### config.mk
export PLATFORM = sky130hd
export DESIGN_NAME = exmem_alu_lsu
export DESIGN_NICKNAME = d
export VERILOG_FILES = /design/src/rtl/mips_pkg.sv /design/src/rtl/alu_core.sv /design/src/rtl/exmem_alu_lsu.sv
export SDC_FILE = /design/constraint.sdc
export NUM_CORES = 1
export LEC_CHECK = 0
export BUFFER_PORTS_ARGS = -buffer_cell sky130_fd_sc_hd__buf_4
export CORE_MARGIN = 10
export CORE_UTILIZATION = 40
export DETAILED_ROUTE_END_ITERATION = 8
export SLEW_MARGIN = 40
export SYNTH_ARGS = -nofsm -noshare
export SYNTH_HDL_FRONTEND = slang
export SYNTH_SLANG_ARGS = --single-unit
### constraint.sdc
create_clock -name clk -period 9.2 [get_ports clk]
set_input_delay 1.38 -clock clk [delete_from_list [all_inputs] [get_ports clk]]
set_output_delay 1.38 -clock clk [all_outputs]
set_load 0.005 [all_outputs]
### src/rtl/mips_pkg.sv
`default_nettype none
// ============================================================================
// Module      : mips_pkg
// Description : Shared ALU operation codes and load/store opcodes for the
//               MIPS EX/MEM datapath slice.
// Revision    : 1.0 - initial release
// ============================================================================
package mips_pkg;

   // ALU operation codes (alu_op)
   localparam logic [3:0] ALU_ADD   = 4'd0;
   localparam logic [3:0] ALU_SUB   = 4'd1;
   localparam logic [3:0] ALU_AND   = 4'd2;
   localparam logic [3:0] ALU_OR    = 4'd3;
   localparam logic [3:0] ALU_XOR   = 4'd4;
   localparam logic [3:0] ALU_NOR   = 4'd5;
   localparam logic [3:0] ALU_SLT   = 4'd6;
   localparam logic [3:0] ALU_SLTU  = 4'd7;
   localparam logic [3:0] ALU_SLL   = 4'd8;
   localparam logic [3:0] ALU_SRL   = 4'd9;
   localparam logic [3:0] ALU_SRA   = 4'd10;
   localparam logic [3:0] ALU_LUI   = 4'd11;
   localparam logic [3:0] ALU_PASSB = 4'd12;

   // Primary opcodes (instr[31:26]) of the memory instructions
   localparam logic [5:0] OP_LB  = 6'b100000;
   localparam logic [5:0] OP_LH  = 6'b100001;
   localparam logic [5:0] OP_LW  = 6'b100011;
   localparam logic [5:0] OP_LBU = 6'b100100;
   localparam logic [5:0] OP_LHU = 6'b100101;
   localparam logic [5:0] OP_SB  = 6'b101000;
   localparam logic [5:0] OP_SH  = 6'b101001;
   localparam logic [5:0] OP_SW  = 6'b101011;

endpackage : mips_pkg
`default_nettype wire

### src/rtl/alu_core.sv
`default_nettype none
// ============================================================================
// Module      : alu_core
// Description : Combinational 32-bit MIPS ALU with zero flag. All arithmetic
//               wraps mod 2^32; shifts use only the low five bits of A.
// Revision    : 1.0 - initial release
// ============================================================================
module alu_core
   import mips_pkg::*;
(
   input  logic [3:0]  alu_op,
   input  logic [31:0] alu_a,
   input  logic [31:0] alu_b,
   output logic [31:0] alu_c,
   output logic        alu_zero
);

   logic [4:0] shamt;

   assign shamt = alu_a[4:0];

   // Operation select; unassigned codes (13-15) yield zero
   always_comb begin
      alu_c = 32'd0;
      case (alu_op)
         ALU_ADD:   alu_c = alu_a + alu_b;
         ALU_SUB:   alu_c = alu_a - alu_b;
         ALU_AND:   alu_c = alu_a & alu_b;
         ALU_OR:    alu_c = alu_a | alu_b;
         ALU_XOR:   alu_c = alu_a ^ alu_b;
         ALU_NOR:   alu_c = ~(alu_a | alu_b);
         ALU_SLT:   alu_c = {31'd0, ($signed(alu_a) < $signed(alu_b))};
         ALU_SLTU:  alu_c = {31'd0, (alu_a < alu_b)};
         ALU_SLL:   alu_c = alu_b << shamt;
         ALU_SRL:   alu_c = alu_b >> shamt;
         ALU_SRA:   alu_c = $unsigned($signed(alu_b) >>> shamt);
         ALU_LUI:   alu_c = {alu_b[15:0], 16'h0000};
         ALU_PASSB: alu_c = alu_b;
         default:   alu_c = 32'd0;
      endcase
   end

   assign alu_zero = (alu_c == 32'd0);

endmodule : alu_core
`default_nettype wire

### src/rtl/exmem_alu_lsu.sv
`default_nettype none
// ============================================================================
// Module      : exmem_alu_lsu
// Description : EX/MEM slice of the 5-stage MIPS pipeline. Combinational ALU,
//               EX->MEM pipeline register, store byte-enable/lane generation
//               and load extraction with sign/zero extension.
// Revision    : 1.0 - initial release
// ============================================================================
module exmem_alu_lsu
   import mips_pkg::*;
(
   input  logic        clk,
   input  logic        rst,
   input  logic [3:0]  alu_op,
   input  logic [31:0] alu_a,
   input  logic [31:0] alu_b,
   input  logic [31:0] st_data,
   input  logic [5:0]  ex_opcode,
   output logic [31:0] alu_c,
   output logic        alu_zero,
   output logic [31:0] mem_addr,
   output logic [3:0]  mem_be,
   output logic [31:0] mem_wdata,
   input  logic [31:0] mem_rdata,
   output logic [31:0] load_data
);

   logic [31:0] res_d, res_q;
   logic [31:0] st_d,  st_q;
   logic [5:0]  op_d,  op_q;
   logic [1:0]  a;
   logic [7:0]  byte_sel;
   logic [15:0] half_sel;

   alu_core u_alu (
      .alu_op   (alu_op),
      .alu_a    (alu_a),
      .alu_b    (alu_b),
      .alu_c    (alu_c),
      .alu_zero (alu_zero)
   );

   // Pipeline register inputs: capture every cycle, no stall
   always_comb begin
      res_d = alu_c;
      st_d  = st_data;
      op_d  = ex_opcode;
   end

   // EX->MEM register; reset clears to opcode 0, which is a non-memory op
   always_ff @(posedge clk or posedge rst) begin
      if (rst) begin
         res_q <= 32'd0;
         st_q  <= 32'd0;
         op_q  <= 6'd0;
      end else begin
         res_q <= res_d;
         st_q  <= st_d;
         op_q  <= op_d;
      end
   end

   assign mem_addr = res_q;
   assign a        = res_q[1:0];

   // Store byte enables and lane-replicated write data (little-endian lanes)
   always_comb begin
      mem_be    = 4'b0000;
      mem_wdata = st_q;
      case (op_q)
         OP_SB: begin
            mem_be    = 4'b0001 << a;
            mem_wdata = {4{st_q[7:0]}};
         end
         OP_SH: begin
            mem_be    = a[1] ? 4'b1100 : 4'b0011;
            mem_wdata = {2{st_q[15:0]}};
         end
         OP_SW: begin
            mem_be    = 4'b1111;
            mem_wdata = st_q;
         end
         default: ;
      endcase
   end

   // Byte and halfword lane selection from the returned word
   always_comb begin
      byte_sel = mem_rdata[7:0];
      case (a)
         2'd0: byte_sel = mem_rdata[7:0];
         2'd1: byte_sel = mem_rdata[15:8];
         2'd2: byte_sel = mem_rdata[23:16];
         2'd3: byte_sel = mem_rdata[31:24];
         default: byte_sel = mem_rdata[7:0];
      endcase
      half_sel = a[1] ? mem_rdata[31:16] : mem_rdata[15:0];
   end

   // Load extension; non-load opcodes pass the raw word through
   always_comb begin
      load_data = mem_rdata;
      case (op_q)
         OP_LB:  load_data = {{24{byte_sel[7]}}, byte_sel};
         OP_LBU: load_data = {24'd0, byte_sel};
         OP_LH:  load_data = {{16{half_sel[15]}}, half_sel};
         OP_LHU: load_data = {16'd0, half_sel};
         OP_LW:  load_data = mem_rdata;
         default: load_data = mem_rdata;
      endcase
   end

endmodule : exmem_alu_lsu
`default_nettype wire

* After elaboration in Yosys (flattened, before gate mapping) *
Cells that the tools add are included.

storage, ports and cells
  input bits = 140
  bits in latches = 0
  memories = 0
  output and inout port bits = 133
  memory bits (read-only) = 0
  register bits after elaboration = 70
  memory bits (writable) = 0

operators by class
  reductions and logical operators = 3
  shifts and indexed selects = 4
  mux-type cells = 7
  add/subtract/negate cells = 2
  multiply operators = 0
  order comparisons = 2
  equal/unequal tests = 22
  bitwise logic cells = 4
  divide/modulo/power cells = 0

operators with widths
  kind                  number
  $pmux W32 S13         1
  $pmux W32 S4          1
  $lt A32 B32 Y1        2
  $pmux W32 S2          1
  $eq A6 B6 Y1 const B  7
  $add A32 B32 Y32      1
  $and A32 B32 Y32      1
  $logic_not A32 Y1     1
  $not A32 Y32          1
  $or A32 B32 Y32       1
  $pmux W8 S4           1
  $shl A32 B5 Y32       1
  $shr A32 B5 Y32       1
  $sshr A32 B5 Y32      1
  $sub A32 B32 Y32      1
  $xor A32 B32 Y32      1
  $eq A4 B4 Y1 const B  5
  $eq A4 B3 Y1 const B  4
  $mux W16              1
  $pmux W4 S3           1
  $eq A4 B2 Y1 const B  2
  $eq A2 B2 Y1 const B  2
  $eq A4 B1 Y1 const B  1
  $logic_not A4 Y1      1
  other kinds (4)       4

* Logic depth before layout (Yosys ltp) *
  word-level depth = 4
  depth in mapped cells = 18
  gate-level depth less buffers = 14

* Cells and area by module *
Synthesis repeated with hierarchy kept, for this count alone.

unflattened totals
  cells, all modules = 1,740
  area total of the unflattened synthesis = 13,634.3 um2

by module, submodules not included
  module         area each (um2)  cells each  sequential area each (um2)  instances
  alu_core       10,485.1         1,493       0.0                         1
  exmem_alu_lsu  3,149.3          247         1,751.7                     1

* Worst setup path before layout *
Ideal clock, no wire load.

  path kind = in2out
  start = input alu_a[2]
  end = output alu_zero
  arrival = 5.680 ns
  stages = 18
  slack = 2.140 ns
  path through = inv_1 clkbuf_1 clkbuf_1 clkbuf_1 buf_1 ha_1 clkbuf_1 a211oi_1 o211ai_1 a21oi_1 o21bai_1 mux2i_1 or4b_2 nor2_1 nor4b_1 nor4b_2 and4_1 nor4bb_4

between the ends
  elaborated cells on any way between the ends = 13
  those cells by class = add/sub: 2; order compare: 2; shift: 3; mux: 1; bitwise: 4; reduce/logical: 1

RTL lines
  item                                      line                 source
  start: declaration                        exmem_alu_lsu.sv:15  input logic [31:0] alu_a,
  $sub A32 B32 Y32 (tied with other cells)  alu_core.sv:27       ALU_SUB: alu_c = alu_a - alu_b;
  $pmux W32 S13 (*)                         alu_core.sv:25       case (alu_op)
  net alu_c[16]                             exmem_alu_lsu.sv:19  output logic [31:0] alu_c,
  $logic_not A32 Y1 (*)                     alu_core.sv:43       assign alu_zero = (alu_c == 32'd0);
  end: declaration                          exmem_alu_lsu.sv:20  output logic alu_zero,

The timed path passes the listed nets; every way through them passes the cells marked *.

* Worst setup path after layout *
  start = input alu_a[0]
  end = output alu_zero

between the ends
  word-level cells in the longest chain between the ends = 4
  elaborated cells on any way between the ends = 13
  those cells by class = add/sub: 2; order compare: 2; shift: 3; mux: 1; bitwise: 4; reduce/logical: 1

ends and longest elaborated chain
  item                                                      line
  branches (longest 2 deep; another with $sub A32 B32 Y32)  n/a
  $pmux W32 S13 (*)                                         alu_core.sv:25
  $logic_not A32 Y1 (*)                                     alu_core.sv:43

Mark *: on every way between the ends.

==> results.txt <==
The flow ran to the end, and the final reports show no timing, DRC or antenna violations. The average routed wire per standard cell is 31.1 um. The number of setup buffers added after CTS is 0.

STA classifies the critical path endpoint as an output pin. The largest net degree at the start of global routing came out at 69. The fmax came out at 124 MHz. For this design the ratio of total power to cell area is 103 nW/um2. The first global-routing pass estimated 107000 um of wire. The async set or reset register ratio after synthesis is 100%. The pin slew with the least headroom to its limit is 955 ps. The total nets after synthesis came out at 2020. The maximum buffer depth of the clock tree came out at 2. The total negative slack for setup checks is 0 ps. The routed via count came out at ~16000.

The post-cts resize count is 0. Summing every instance area after synthesis gives approximately 13000 um2. The mean cell area of the mapped netlist is between 7 and 8 um2. The synthesized netlist contains 88 unique library cells.

By startpoint and endpoint, the worst setup path is classified as in2out. The number of global-route vias before repair was 15100. The worst endpoint required time is 7820 ps. The starting density of the core is 40.7%. The TritonCTS sink count is 70.

The worst-case vdd ir drop is 0.0904 mV. The die span in x is 202 um. The overflow left after global routing came out at 0. The number of hold violations in the final report is 0.

The number of antenna violations at the first check in global routing is 2. The final cycle utilization of the critical path came out at 87.9%. between 200 and 300 I/O pins were placed. The first detailed-routing pass ran for 6 iterations. The floorplan die area came out at 40900 um2. In the final layout, the multi-input gates occupy 10500 um2. Setup repair after global routing left no endpoint under its margin.

The count of buffers from port buffering is 272. Data arrives at the worst endpoint at 6700 ps. Summing all flip-flop and latch instances after layout gives 1750 um2.

The number of max-cap violations came out at 0. In this run the static leakage power is 6.96 nW. After synthesis the netlist holds a flip-flop and latch count of 70.

Global routing used 34.5% of the available tracks. The post-cts hold buffer count is 0. After the first detailed-routing iteration, the DRC count stood at approximately 2300. The final layout contains routed wiring with a total length of roughly 74000 um. The most used flip-flop cell after synthesis is sky130_fd_sc_hd__dfrtp_1. The global placer's final weighted congestion is 1.06. The clock root buffer is sky130_fd_sc_hd__clkbuf_16. The growth of design area from synthesis to finish came out at 19.1%.

The number of placement rows is 66. Fill cells in the final layout number 3259. The worst hold path belongs to the class in2async.

The total DRC errors in the routed layout is 0. The detail-routed via count per cell came out at around 6.7. The total number of yosys warnings is 0. The total number of H-tree levels came out at 3. The max-slew violation count came to 0.

The number of standard cells after synthesis came out at 1777. The remaining number of nets flagged by the antenna check after routing came out at 0. Of the synthesized area, sequential elements account for 13.2%. Final hold analysis gives a worst-case slack of 1060 ps.

Headroom to the max-slew limit came out at around a third. For this run, the post-layout net count is 2176. The worst setup path is launched from an input pin.

The detailed-placement wirelength estimate came out at 56400 um. Setup violations remaining at the end of the flow were counted as 0. Buffers inserted during clock tree synthesis total 9.

The vertical die dimension is 202 um. The area of the core is 32600 um2. TritonCTS built the clock tree. After clock tree synthesis, the clock-pin slew on the worst setup and hold paths is 60 ps.

Along the worst path, the maximum fanout reaches 28. The fraction of final layout cells with drive strength greater than 1 came out at 23.4%. The number of synthesized flops with an enable pin is 0. The final critical delay including setup and external delays is 8080 ps.
==> sequential cells by signal, summed over array words and instances (netlist names) <==
| name | flops |
|---|---|
| st_q | 32 |
| op_q | 6 |
| mem_addr | 32 |
==> critical path, cell delays in order <==
cell,delay [ps]
sky130_fd_sc_hd__buf_4,410
sky130_fd_sc_hd__inv_1,260
sky130_fd_sc_hd__ha_1,310
sky130_fd_sc_hd__fa_1,500
sky130_fd_sc_hd__inv_1,40
sky130_fd_sc_hd__mux4_2,450
sky130_fd_sc_hd__a222oi_1,330
sky130_fd_sc_hd__o311ai_1,160
sky130_fd_sc_hd__a211oi_1,240
sky130_fd_sc_hd__o211ai_1,230
sky130_fd_sc_hd__or4_1,620
sky130_fd_sc_hd__nor4b_1,690
sky130_fd_sc_hd__nor4b_2,440
sky130_fd_sc_hd__and4_1,260
sky130_fd_sc_hd__nor4bb_4,190
sky130_fd_sc_hd__buf_4,160
==> placed cells by master (no fill, tap or decap), types with 33 or more instances in the layout <==
cell                       synthesis  routed
sky130_fd_sc_hd__a21oi_1         116     116
sky130_fd_sc_hd__buf_4            14     305
sky130_fd_sc_hd__dfrtp_1          70      70
sky130_fd_sc_hd__ha_1            101     101
sky130_fd_sc_hd__inv_1           103     102
sky130_fd_sc_hd__mux2_2           36      36
sky130_fd_sc_hd__mux2i_1          54      54
sky130_fd_sc_hd__mux4_2           52      52
sky130_fd_sc_hd__nand2_1         204     204
sky130_fd_sc_hd__nand3_1          38      38
sky130_fd_sc_hd__nor2_1          169     168
sky130_fd_sc_hd__nor3_1           53      51
sky130_fd_sc_hd__o211ai_1         33      33
sky130_fd_sc_hd__o21ai_0          97      96
==> Yosys cell counts (25+ instances only) <==
master                     count  area, um2
sky130_fd_sc_hd__inv_1       103        387
sky130_fd_sc_hd__nand2_1     204        766
sky130_fd_sc_hd__nor2_1      169        634
sky130_fd_sc_hd__mux2i_1      54        541
sky130_fd_sc_hd__o22ai_1      25        156
sky130_fd_sc_hd__a21oi_1     116        581
sky130_fd_sc_hd__o211ai_1     33        248
sky130_fd_sc_hd__clkbuf_1    118        443
sky130_fd_sc_hd__ha_1        101       1260
sky130_fd_sc_hd__mux4_2       52       1170
sky130_fd_sc_hd__o21ai_0      97        485
sky130_fd_sc_hd__nand3_1      38        190
sky130_fd_sc_hd__dfrtp_1      70       1750
sky130_fd_sc_hd__mux2_2       36        405
sky130_fd_sc_hd__a211oi_1     26        195
sky130_fd_sc_hd__nor3_1       53        265
==> worst paths after layout <==
kind | start | to | slack [ps] | cells after the start
setup / recovery | alu_a[0] | alu_zero | 1120 | 16
hold / removal | rst | mem_addr[21]$_DFF_PP0_ | 1060 | 2
max in group asynchronous | rst | mem_addr[3]$_DFF_PP0_ | 7170 | 3
min in group clk | st_data[14] | st_q[14]$_DFF_PP0_ | 1130 | 1
==> final cells by class <==
type	count	area share, %
Timing Repair Buffer	305	14.5
Inverter	105	2.50
Sequential cell	70	11.1
Clock buffer	10	1.51
Multi-Input combinational cell	1442	66.6
Clock inverter	6	0.285
Tap cell	442	3.50
Antenna cell	1	0.0158
==> power breakdown <==
group          total (W)  internal [W]  switching (W)
registers       0.000357      0.000339      0.0000180
logic           0.000923      0.000360       0.000563
clock network   0.000347      0.000191       0.000155
total            0.00163      0.000890       0.000736
==> stage by stage <==
stage / cells / total power [W] / instance area, um2 / setup WS, ps / util [%]
after global routing: 2380 / 0.00170 / 15800 / 935 / 48.5
final: 2381 / 0.00163 / 15800 / 1120 / 48.5
after CTS: 2380 / 0.00161 / 15800 / 1250 / 48.4
after global placement: 2364 / 0.00126 / 15500 / 1380 / 47.5
after detailed placement: 2364 / 0.00126 / 15500 / 1300 / 47.5
after floorplan: 1777 / 0.000858 / 13300 / 2140 / -
==> cell families after synthesis <==
logic type,synth area share [%]
AO/OA/AOI/OAI,29.1
XOR/XNOR,0.660
adder cells (fa/ha/maj),9.83
buffers and inverters,8.17
flip-flops,13.2
multiplexers,16.2
AND/OR/NAND/NOR,22.8
==> layer usage <==
layer	GRT usage, %	vias to the layer above	part of all wire, %
li1	-	6956	-
met1	41.5	7638	37
met2	53.5	1209	43
met3	9.69	266	12
met4	21.4	2	7.2
met5	0	-	0.024
Note: power is estimated with default switching activity, not from simulation.
